File: src/rtl/stack_ctrl.sv
// stack_ctrl: initiator side of a single-port stack RAM.
// Keeps the top of stack in a register and the stack pointer in COUNT.
// It drives the RAM's CS/WE/ADDRESS/data_in pins from posedge registers.
// The RAM samples those pins and updates data_out on the negedge.
//
// Handshake: a command transfers on a CLK posedge where CMD_VALID && CMD_READY.
// CMD_READY is high only while the FSM is idle. CMD and DATA_IN need only be
// stable around that edge. Every accepted command is consumed, including the
// ones that only raise an error flag.
module stack_ctrl #(
    parameter int DATA_W = 8,
    parameter int ADDR_W = 7,
    parameter int DEPTH  = 128
) (
    input  logic              CLK,
    input  logic              RESET_N,
    input  logic              CMD_VALID,
    input  logic [1:0]        CMD,
    input  logic [DATA_W-1:0] DATA_IN,
    output logic              CMD_READY,
    output logic [DATA_W-1:0] TOP_DATA,
    output logic [DATA_W-1:0] POP_DATA,
    output logic              POP_VALID,
    output logic [ADDR_W:0]   COUNT,
    output logic              EMPTY,
    output logic              FULL,
    output logic              OVERFLOW,
    output logic              UNDERFLOW,
    output logic              MEM_CS,
    output logic              MEM_WE,
    output logic [ADDR_W-1:0] MEM_ADDR,
    output logic [DATA_W-1:0] MEM_DIN,
    input  logic [DATA_W-1:0] MEM_DOUT,
    output logic [1:0]        DBG_STATE
);

    typedef enum logic [1:0] {
        IDLE  = 2'd0,
        WRITE = 2'd1,
        READ  = 2'd2
    } state_t;

    localparam logic [1:0] CMD_PUSH  = 2'b00;
    localparam logic [1:0] CMD_POP   = 2'b01;
    localparam logic [1:0] CMD_DUP   = 2'b10;
    localparam logic [1:0] CMD_CLEAR = 2'b11;

    localparam logic [ADDR_W:0] CNT_ONE   = (ADDR_W+1)'(1);
    localparam logic [ADDR_W:0] CNT_TWO   = (ADDR_W+1)'(2);
    localparam logic [ADDR_W:0] CNT_DEPTH = (ADDR_W+1)'(DEPTH);

    state_t            state;
    logic [ADDR_W:0]   count;
    logic [ADDR_W:0]   count_m2;
    logic [DATA_W-1:0] top;

    // Address of the entry that becomes the new top after a pop.
    // That entry sits two below the current count.
    assign count_m2 = count - CNT_TWO;

    assign CMD_READY = (state == IDLE);
    assign COUNT     = count;
    assign TOP_DATA  = top;
    assign EMPTY     = (count == '0);
    assign FULL      = (count == CNT_DEPTH);
    assign DBG_STATE = state;

    // Command FSM, stack pointer, top-of-stack cache and registered RAM pins.
    always_ff @(posedge CLK) begin
        if (!RESET_N) begin
            state     <= IDLE;
            count     <= '0;
            top       <= '0;
            POP_DATA  <= '0;
            POP_VALID <= 1'b0;
            OVERFLOW  <= 1'b0;
            UNDERFLOW <= 1'b0;
            MEM_CS    <= 1'b0;
            MEM_WE    <= 1'b0;
            MEM_ADDR  <= '0;
            MEM_DIN   <= '0;
        end else begin
            POP_VALID <= 1'b0;
            case (state)
                IDLE: begin
                    if (CMD_VALID) begin
                        case (CMD)
                            CMD_PUSH: begin
                                if (FULL) begin
                                    OVERFLOW <= 1'b1;
                                end else begin
                                    MEM_CS   <= 1'b1;
                                    MEM_WE   <= 1'b1;
                                    MEM_ADDR <= count[ADDR_W-1:0];
                                    MEM_DIN  <= DATA_IN;
                                    top      <= DATA_IN;
                                    count    <= count + CNT_ONE;
                                    state    <= WRITE;
                                end
                            end
                            CMD_DUP: begin
                                if (EMPTY) begin
                                    UNDERFLOW <= 1'b1;
                                end else if (FULL) begin
                                    OVERFLOW <= 1'b1;
                                end else begin
                                    MEM_CS   <= 1'b1;
                                    MEM_WE   <= 1'b1;
                                    MEM_ADDR <= count[ADDR_W-1:0];
                                    MEM_DIN  <= top;
                                    count    <= count + CNT_ONE;
                                    state    <= WRITE;
                                end
                            end
                            CMD_POP: begin
                                if (EMPTY) begin
                                    UNDERFLOW <= 1'b1;
                                end else begin
                                    POP_DATA  <= top;
                                    POP_VALID <= 1'b1;
                                    count     <= count - CNT_ONE;
                                    if (count > CNT_ONE) begin
                                        MEM_CS   <= 1'b1;
                                        MEM_WE   <= 1'b0;
                                        MEM_ADDR <= count_m2[ADDR_W-1:0];
                                        state    <= READ;
                                    end else begin
                                        top <= '0;
                                    end
                                end
                            end
                            default: begin
                                count     <= '0;
                                top       <= '0;
                                OVERFLOW  <= 1'b0;
                                UNDERFLOW <= 1'b0;
                            end
                        endcase
                    end
                end
                WRITE: begin
                    MEM_CS <= 1'b0;
                    MEM_WE <= 1'b0;
                    state  <= IDLE;
                end
                READ: begin
                    top    <= MEM_DOUT;
                    MEM_CS <= 1'b0;
                    state  <= IDLE;
                end
                default: begin
                    MEM_CS <= 1'b0;
                    MEM_WE <= 1'b0;
                    state  <= IDLE;
                end
            endcase
        end
    end

endmodule

File: config.mk
export PLATFORM = sky130hd
export DESIGN_NAME = stack_ctrl
export DESIGN_NICKNAME = d
export VERILOG_FILES = /design/src/rtl/stack_ctrl.sv
export SDC_FILE = /design/constraint.sdc
export NUM_CORES = 1
export LEC_CHECK = 0
export CORE_MARGIN = 2
export CORE_UTILIZATION = 35
export DETAILED_ROUTE_END_ITERATION = 10
export HOLD_SLACK_MARGIN = 0.02
export PLACE_DENSITY = 0.7
export SLEW_MARGIN = 20
export SYNTH_ARGS = -nofsm -noshare
export SYNTH_HDL_FRONTEND = slang
export SYNTH_SLANG_ARGS = --single-unit
File: constraint.sdc
create_clock -name CLK -period 3.6 [get_ports CLK]
set_input_delay 1.08 -clock CLK [delete_from_list [all_inputs] [get_ports CLK]]
set_output_delay 1.08 -clock CLK [all_outputs]
set_load 0.1 [all_outputs]
-- Yosys cells after proc, flatten, opt, wreduce, memory -nomap -nowiden
Index checks and enable logic that the tools add are counted.
- register bits after elaboration: 46
- input port bits: 21
- output and inout port bits: 49
- word-level logic and storage cells: 96
- add/subtract/negate cells: 3
- order comparisons: 1
- equality and inequality tests: 18
- mux-type cells: 41
- bitwise gates (word level): 4
- reduce and logical (&&, ||, !) cells: 18
- operators with widths (operator ; number):
    two-way mux 8 bit ; 9
    one-hot mux 8 bit (3 select lines) ; 2
    one-hot mux 8 bit (2 select lines) ; 2
    two-way mux 7 bit ; 4
    AND reduction 6 bit ; 4
    one-hot mux 7 bit (3 select lines) ; 1
    AND reduction 4 bit ; 5
    inequality test 3 bit (second input constant) ; 5
    inequality test 2 bit (second input constant) ; 7
    two-way mux 1 bit ; 13
    one-hot mux 1 bit (3 select lines) ; 3
    adder 8 x 1 -> 8 bit (second input constant) ; 1
    == test 8 bit (second input constant) ; 1
    greater-than comparator 8 x 1 -> 1 bit (second input constant) ; 1
    logical NOT 8 bit ; 1
    two-way mux 2 bit ; 4
    subtractor 8 x 1 -> 8 bit (second input constant) ; 1
    subtractor 7 x 2 -> 7 bit (second input constant) ; 1
    one-hot mux 2 bit (3 select lines) ; 1
    AND reduction 5 bit ; 1
    == test 2 bit (second input constant) ; 2
    logical NOT 2 bit ; 2
    inequality test 4 x 1 -> 1 bit (second input constant) ; 1
    inverter 1 bit ; 4
    other kinds (7) ; 9

-- Logic depth before layout (Yosys ltp)
Gate-level depths: netlist of run 1.
- word-level depth: 6
- depth in mapped cells: 9
- depth with buffers taken out: 7

-- Worst setup path before layout of run 1
OpenSTA, ideal clock, no wires.
- path type: register to output
- start: register count[1] (netlist: COUNT[1])
- end: output port EMPTY
- arrival: 2.878 ns
- data required time: 2.520 ns
- setup slack: -0.358 ns
- stages on the path, launching flop included: 7
- buffers on the path: 1
- path through: dfxtp_1 inv_1 ha_1 clkbuf_1 nor2b_1 nand2_1 nor2_1
- longest elaborated chain between the ends: 1
- RTL lines (item ; RTL line ; text):
    start: declaration ; 53 ; logic [ADDR_W:0] count;
    start signal: assignment ; 97 ; count <= count + CNT_ONE;
    start signal: assignment ; 111 ; count <= count + CNT_ONE;
    start signal: assignment ; 121 ; count <= count - CNT_ONE;
    logical NOT 8 bit ; 64 ; assign EMPTY = (count == '0);
    end: declaration ; 25 ; output logic EMPTY,
Every way passes these cells.

-- Final worst setup path of run 1
- start: register count[2] (netlist: COUNT[2])
- end: output port EMPTY
The elaborated chain is that of the path after synthesis.

==> metrics, run 1 <==
DR iter-0 viols 321; Core ar. 7331 um^2; Max Cap Viol 0; GR Util All Layers 0.1881; syn_nets 357; Pleak 1.428 nW; Fmax 0.3158 GHz; routability cong. 0.8375; peak supply drop 0.0002017 V; ANT cells 0; pin count of the biggest net entering global routing 31; power per standard cell area around 460 nW/um^2; root buffer cell clkbuf_8; synth warn 0; Vias between 2000 and 3000; Cells after Synth 325; global-route wire length before repair 12.93 mm; RSZ-0062 raised after global routing false; area growth from synthesis to layout 30.23%; normalized max-slew margin 0.2979; Hold EP MEM_CS; layout cell share with drive strength beyond 1 0.2199; Total Nets Final 422; reg2reg end POP_DATA[3]; initial antenna violation count 0; kind of critical path reg2out; # port buffers a little under 70; Critical Path End Type output pin; DR pass1 iterations 6; Setup Viol. Count Final 0; status completed; Worst Hold Depth 2; Die H 91.67 um; Synth async-reset ratio 0; clk sinks 46; r2r startpoint COUNT[2]; io pins 70; Worst-Skew Late Latency about 0.30 ns; dominant synthesized flop cell dfxtp_1; hold_ws approximately 0.46 ns; cts repair resizes 0; Die X 91.67 um; EDFF count, synth 0; H-Tree Depth 2; hpwl dp 5.840 mm; FP Rows 31; synthesized area 2690 um^2; post-CTS setup buffer count 0; fin area 3503 um^2; Final Max Tran Viols 0; final worst path period share 0.8797; actual slew at the worst max-slew pin 1.047 ns; Cell variety after synth 53; min cycle time layout 3.167 ns; CTS max path bufs 2; # hold bufs at CTS 0; crit path max fanout 12; CTS clk-pin slew, worst paths ~0.090 ns; Post-DP Area between 3000 and 4000 um^2; register area share after synthesis 0.3423; WP data required 2.52 ns; GRT overflow 0; final wirelength 8.025 mm; Synth Register Bits 46; Final Hold Viols 0; setup TNS 0 ns; Filler Cell Count 703; final clock skew 0.006609 ns; cts bufs inserted 5; Synth Area per Inst about 8.3 um^2; nature of the critical path startpoint register; die footprint 8403 um^2; Worst EP arrival 2.09 ns; vias in the first global route 2478; drt via density ~5.6; most frequent cells in the layout buf_4, dfxtp_1, a21oi_1; Hold Path Origin MEM_CS; commonest non-fill, non-tap cell in the layout buf_4; cells on worst reg2reg path 4; Routed WL per cell ~16 um; R2R Setup Slk around 1.2 ns; TritonCTS clock tree built; remaining antenna violation count 0; Hold WC Path Type reg2reg; initial core utilization 0.3670; # DRC 0
==> critical path, stage by stage, from the launching register on <==
cell and delay, ns:
dfxtp_1 0.47, nor4_4 0.65, nand2_1 0.21, nor2_2 0.15, buf_4 0.30
==> sequential cells by signal, indices dropped and copies added, names as in the netlist <==
| name | count |
|---|---|
| POP_VALID | 1 |
| TOP_DATA | 8 |
| MEM_CS | 1 |
| MEM_WE | 1 |
| MEM_ADDR | 7 |
| OVERFLOW | 1 |
| COUNT | 8 |
| DBG_STATE | 2 |
| POP_DATA | 8 |
| MEM_DIN | 8 |
| UNDERFLOW | 1 |
==> synthesized netlist by cell type, drive strengths merged (3+ instances only) <==
cell type	number	area share
dfxtp	46	0.34
a21oi	30	0.056
nor2	23	0.032
o21ai	23	0.043
nand2	22	0.031
clkbuf	21	0.029
mux2i	16	0.060
a211oi	14	0.039
ha	11	0.051
inv	11	0.015
nor3	11	0.020
or4	10	0.029
a31oi	9	0.021
nand3	9	0.017
buf	6	0.015
xnor2	5	0.016
a311oi	4	0.013
nor4	4	0.015
o31ai	4	0.011
a22oi	3	0.0084
and2	3	0.0070
or2	3	0.0070
==> worst max-delay path by stage <==
| stage | depth (start not counted) | startpoint | end | slack [ns] |
|---|---|---|---|---|
| global route | 4 | COUNT[2] | EMPTY | 0.29 |
| floorplan | 6 | COUNT[1] | EMPTY | 0.1 |
| detailed placement | 9 | CMD[1] | TOP_DATA[7] | 0.24 |
| global placement | 7 | CMD[1] | COUNT[6] | 0.31 |
| finish | 4 | COUNT[2] | EMPTY | 0.43 |
| CTS | 4 | COUNT[2] | EMPTY | 0.44 |
==> stage by stage <==
step / setup WS, ns / power (mW) / instances / util
CTS: 0.4429 / 1.616 / 490 / 0.4779
detailed placement: 0.2367 / 1.220 / 482 / 0.4625
global placement: 0.3066 / 1.214 / 482 / 0.4625
global route: 0.2932 / 1.676 / 490 / 0.4779
finish: 0.4331 / 1.609 / 490 / 0.4779
floorplan: 0.09640 / 1.062 / 325 / -
==> per-layer routing <==
layer	vias up	GRT usage	wire length, um
met3	13	0.02465	529
met5	-	0	0
met4	0	0.05682	109
li1	1340	-	-
met2	111	0.2819	3631
met1	1298	0.2794	3755
==> power by group <==
part           leakage (nW)  switching [mW]  internal (mW)  total [mW]
clock network        0.0585           0.189          0.208       0.397
registers             0.374          0.0340          0.540       0.574
logic                 0.995           0.461          0.177       0.638
total                  1.43           0.684          0.925        1.61
==> kinds of logic after synthesis <==
group | after synthesis | share of synthesized area
compound gates | 110 | 0.2712
xor+xnor | 7 | 0.02279
fa+ha+maj | 11 | 0.05116
buf+inv | 38 | 0.05954
flops | 46 | 0.3423
mux | 17 | 0.06372
simple gates | 96 | 0.1893
==> final cells by class <==
cell class | count | area, um^2 | share of cell area
inverters | 11 | 41.29 | 0.01179
repair buffers | 85 | 688.2 | 0.1964
multi-input cells | 241 | 1617 | 0.4614
clock buffers | 5 | 68.82 | 0.01964
well taps | 99 | 123.9 | 0.03536
flip-flops and latches | 46 | 920.9 | 0.2629
clock inverters | 3 | 43.79 | 0.01250
(Power assumes the default switching activity.)
==> inputs of run 2 (changes only) <==
--- a/config.mk
+++ b/config.mk
@@ -10,7 +10,8 @@
 export DETAILED_ROUTE_END_ITERATION = 10
 export HOLD_SLACK_MARGIN = 0.02
 export PLACE_DENSITY = 0.7
-export SLEW_MARGIN = 20
+export REMOVE_ABC_BUFFERS = 1
+export SLEW_MARGIN = 40
 export SYNTH_ARGS = -nofsm -noshare
 export SYNTH_HDL_FRONTEND = slang
 export SYNTH_SLANG_ARGS = --single-unit
==> run 2 against run 1 <==
Net effect:
- cell count down 0.41%
- non-clock buffer count is 2 lower
- sequential power about the same
- sequential share of layout area increased by 0.066 points
- flip-flop and latch count did not move
- critical endpoint unchanged
- largest cell class unchanged
- highest routed layer unchanged
==> metrics, run 2 (synthesized netlist as in run 1, its figures left out) <==
max incr delay on CP 0.66 ns; peak supply drop 0.0001766 V; layout cell share with drive strength beyond 1 0.2134; DR iter-0 viols 286; Post-Layout Cell Count just under 500; Hold EP MEM_CS; Final Max Tran Viols 0; global-route wire length before repair about 13 mm; nature of the critical path startpoint register; Pleak 1.417 nW; Critical Path End Type output pin; GRT overflow 0; io pins 70; TritonCTS clock tree built; cells on worst reg2reg path 4; CP bufs+invs 1; min cycle time layout 3.128 ns; clk sinks 46; CP top delay family simple AND/OR/NAND/NOR gates; final wirelength 8.117 mm; fin area 3495 um^2; GR Util All Layers 0.1887; placed cell count 480; crit path max fanout 12; drt via density 5.629; commonest non-fill, non-tap cell in the layout buf_4; kind of critical path reg2out; hpwl dp a little under 6 mm; remaining antenna violation count 0; WP data required 2.52 ns; Hold WC Path Type reg2reg; Setup Viol. Count Final 0; FP Rows 31; routability cong. 0.8732; root buffer cell clkbuf_8; critical path cell sequence nor4_4, nand2_1, nor2_1, buf_4; CTS clk-pin slew, worst paths about 0.09 ns; area growth from synthesis to layout 29.91%; Hold Path Origin MEM_CS; ANT cells 0; final worst path period share 0.8690; die footprint 8403 um^2; # port buffers just under 70; Worst Hold Depth 2; most frequent cells in the layout buf_4, dfxtp_1, a21oi_1; hold_ws 0.4623 ns; initial antenna violation count 0; H-Tree Depth 2; Fmax 0.3197 GHz; Worst-Skew Late Latency 0.30 ns; DR pass1 iterations 5; Core ar. 7331 um^2; power per standard cell area 461.1 nW/um^2; Final Hold Viols 0; # DRC 0; R2R Setup Slk 1.19 ns; Routed WL per cell 16.63 um; normalized max-slew margin 0.5616; initial core utilization 0.3670; Max Cap Viol 0; CTS max path bufs 2; actual slew at the worst max-slew pin 0.6576 ns; cts bufs inserted 5; r2r startpoint COUNT[2]; pin count of the biggest net entering global routing 31; # hold bufs at CTS 0; cts repair resizes 0; Total Nets Final 420; Post-DP Area 3382 um^2; Worst EP arrival 2.05 ns; final clock skew 0.009464 ns; vias in the first global route 2577; Vias 2747; reg2reg end TOP_DATA[5]; RSZ-0062 raised after global routing false; slowest CP cell nor4_4; post-CTS setup buffer count 0; Die X 91.67 um; Die H 91.67 um; status completed; setup TNS 0 ns
==> run 2: cell types whose count changed in the layout (fill, tap and decap cells not counted), sizes merged <==
cell,before,now
buf,65,63
==> run 2: worst register-to-register path, stage by stage, from the launching register on <==
cell     delay, ns
dfxtp_1       0.47
or4_4         0.67
o31a_1        0.51
or4_1         0.55
a31oi_1       0.14
==> run 2: cell type report <==
class | instances | area [um^2]
clock buffer | 5 | 68.82
fill | 723 | 3836
tap | 99 | 123.9
sequential | 46 | 920.9
multi-input combinational | 241 | 1623
timing repair buffer | 83 | 673.1
inverter | 11 | 41.29
clock inverter | 3 | 43.79
==> run 2: worst max-delay path by stage <==
stage | endpoint | from | depth (start not counted) | slack (ns)
floorplan | EMPTY | COUNT[1] | 5 | -0.27
global placement | COUNT[6] | CMD[0] | 7 | 0.39
detailed placement | TOP_DATA[5] | CMD[0] | 9 | 0.33
CTS | EMPTY | COUNT[2] | 4 | 0.51
global route | EMPTY | COUNT[2] | 4 | 0.35
finish | EMPTY | COUNT[2] | 4 | 0.47
==> run 2: power breakdown <==
group	total, mW	switching [mW]	internal [mW]
clock network	0.398	0.189	0.208
registers	0.577	0.0370	0.540
logic	0.637	0.461	0.176
total	1.61	0.687	0.924
==> run 2: metrics by stage <==
step / utilization / total power [mW] / worst slack (ns)
2_1_floorplan: - / 1.047 / -0.2744
3_3_place_gp: 0.4601 / 1.213 / 0.3874
3_5_place_dp: 0.4613 / 1.222 / 0.3252
4_1_cts: 0.4767 / 1.617 / 0.5053
5_1_grt: 0.4767 / 1.684 / 0.3475
6_report: 0.4767 / 1.611 / 0.4717
==> run 2: layer usage <==
metal / vias to the layer above / routed length (um) / global-route usage
met2: 120 / 3662 / 0.2855
li1: 1334 / - / -
met4: 0 / 192 / 0.07197
met1: 1276 / 3669 / 0.2657
met5: - / 0 / 0
met3: 17 / 594 / 0.03533
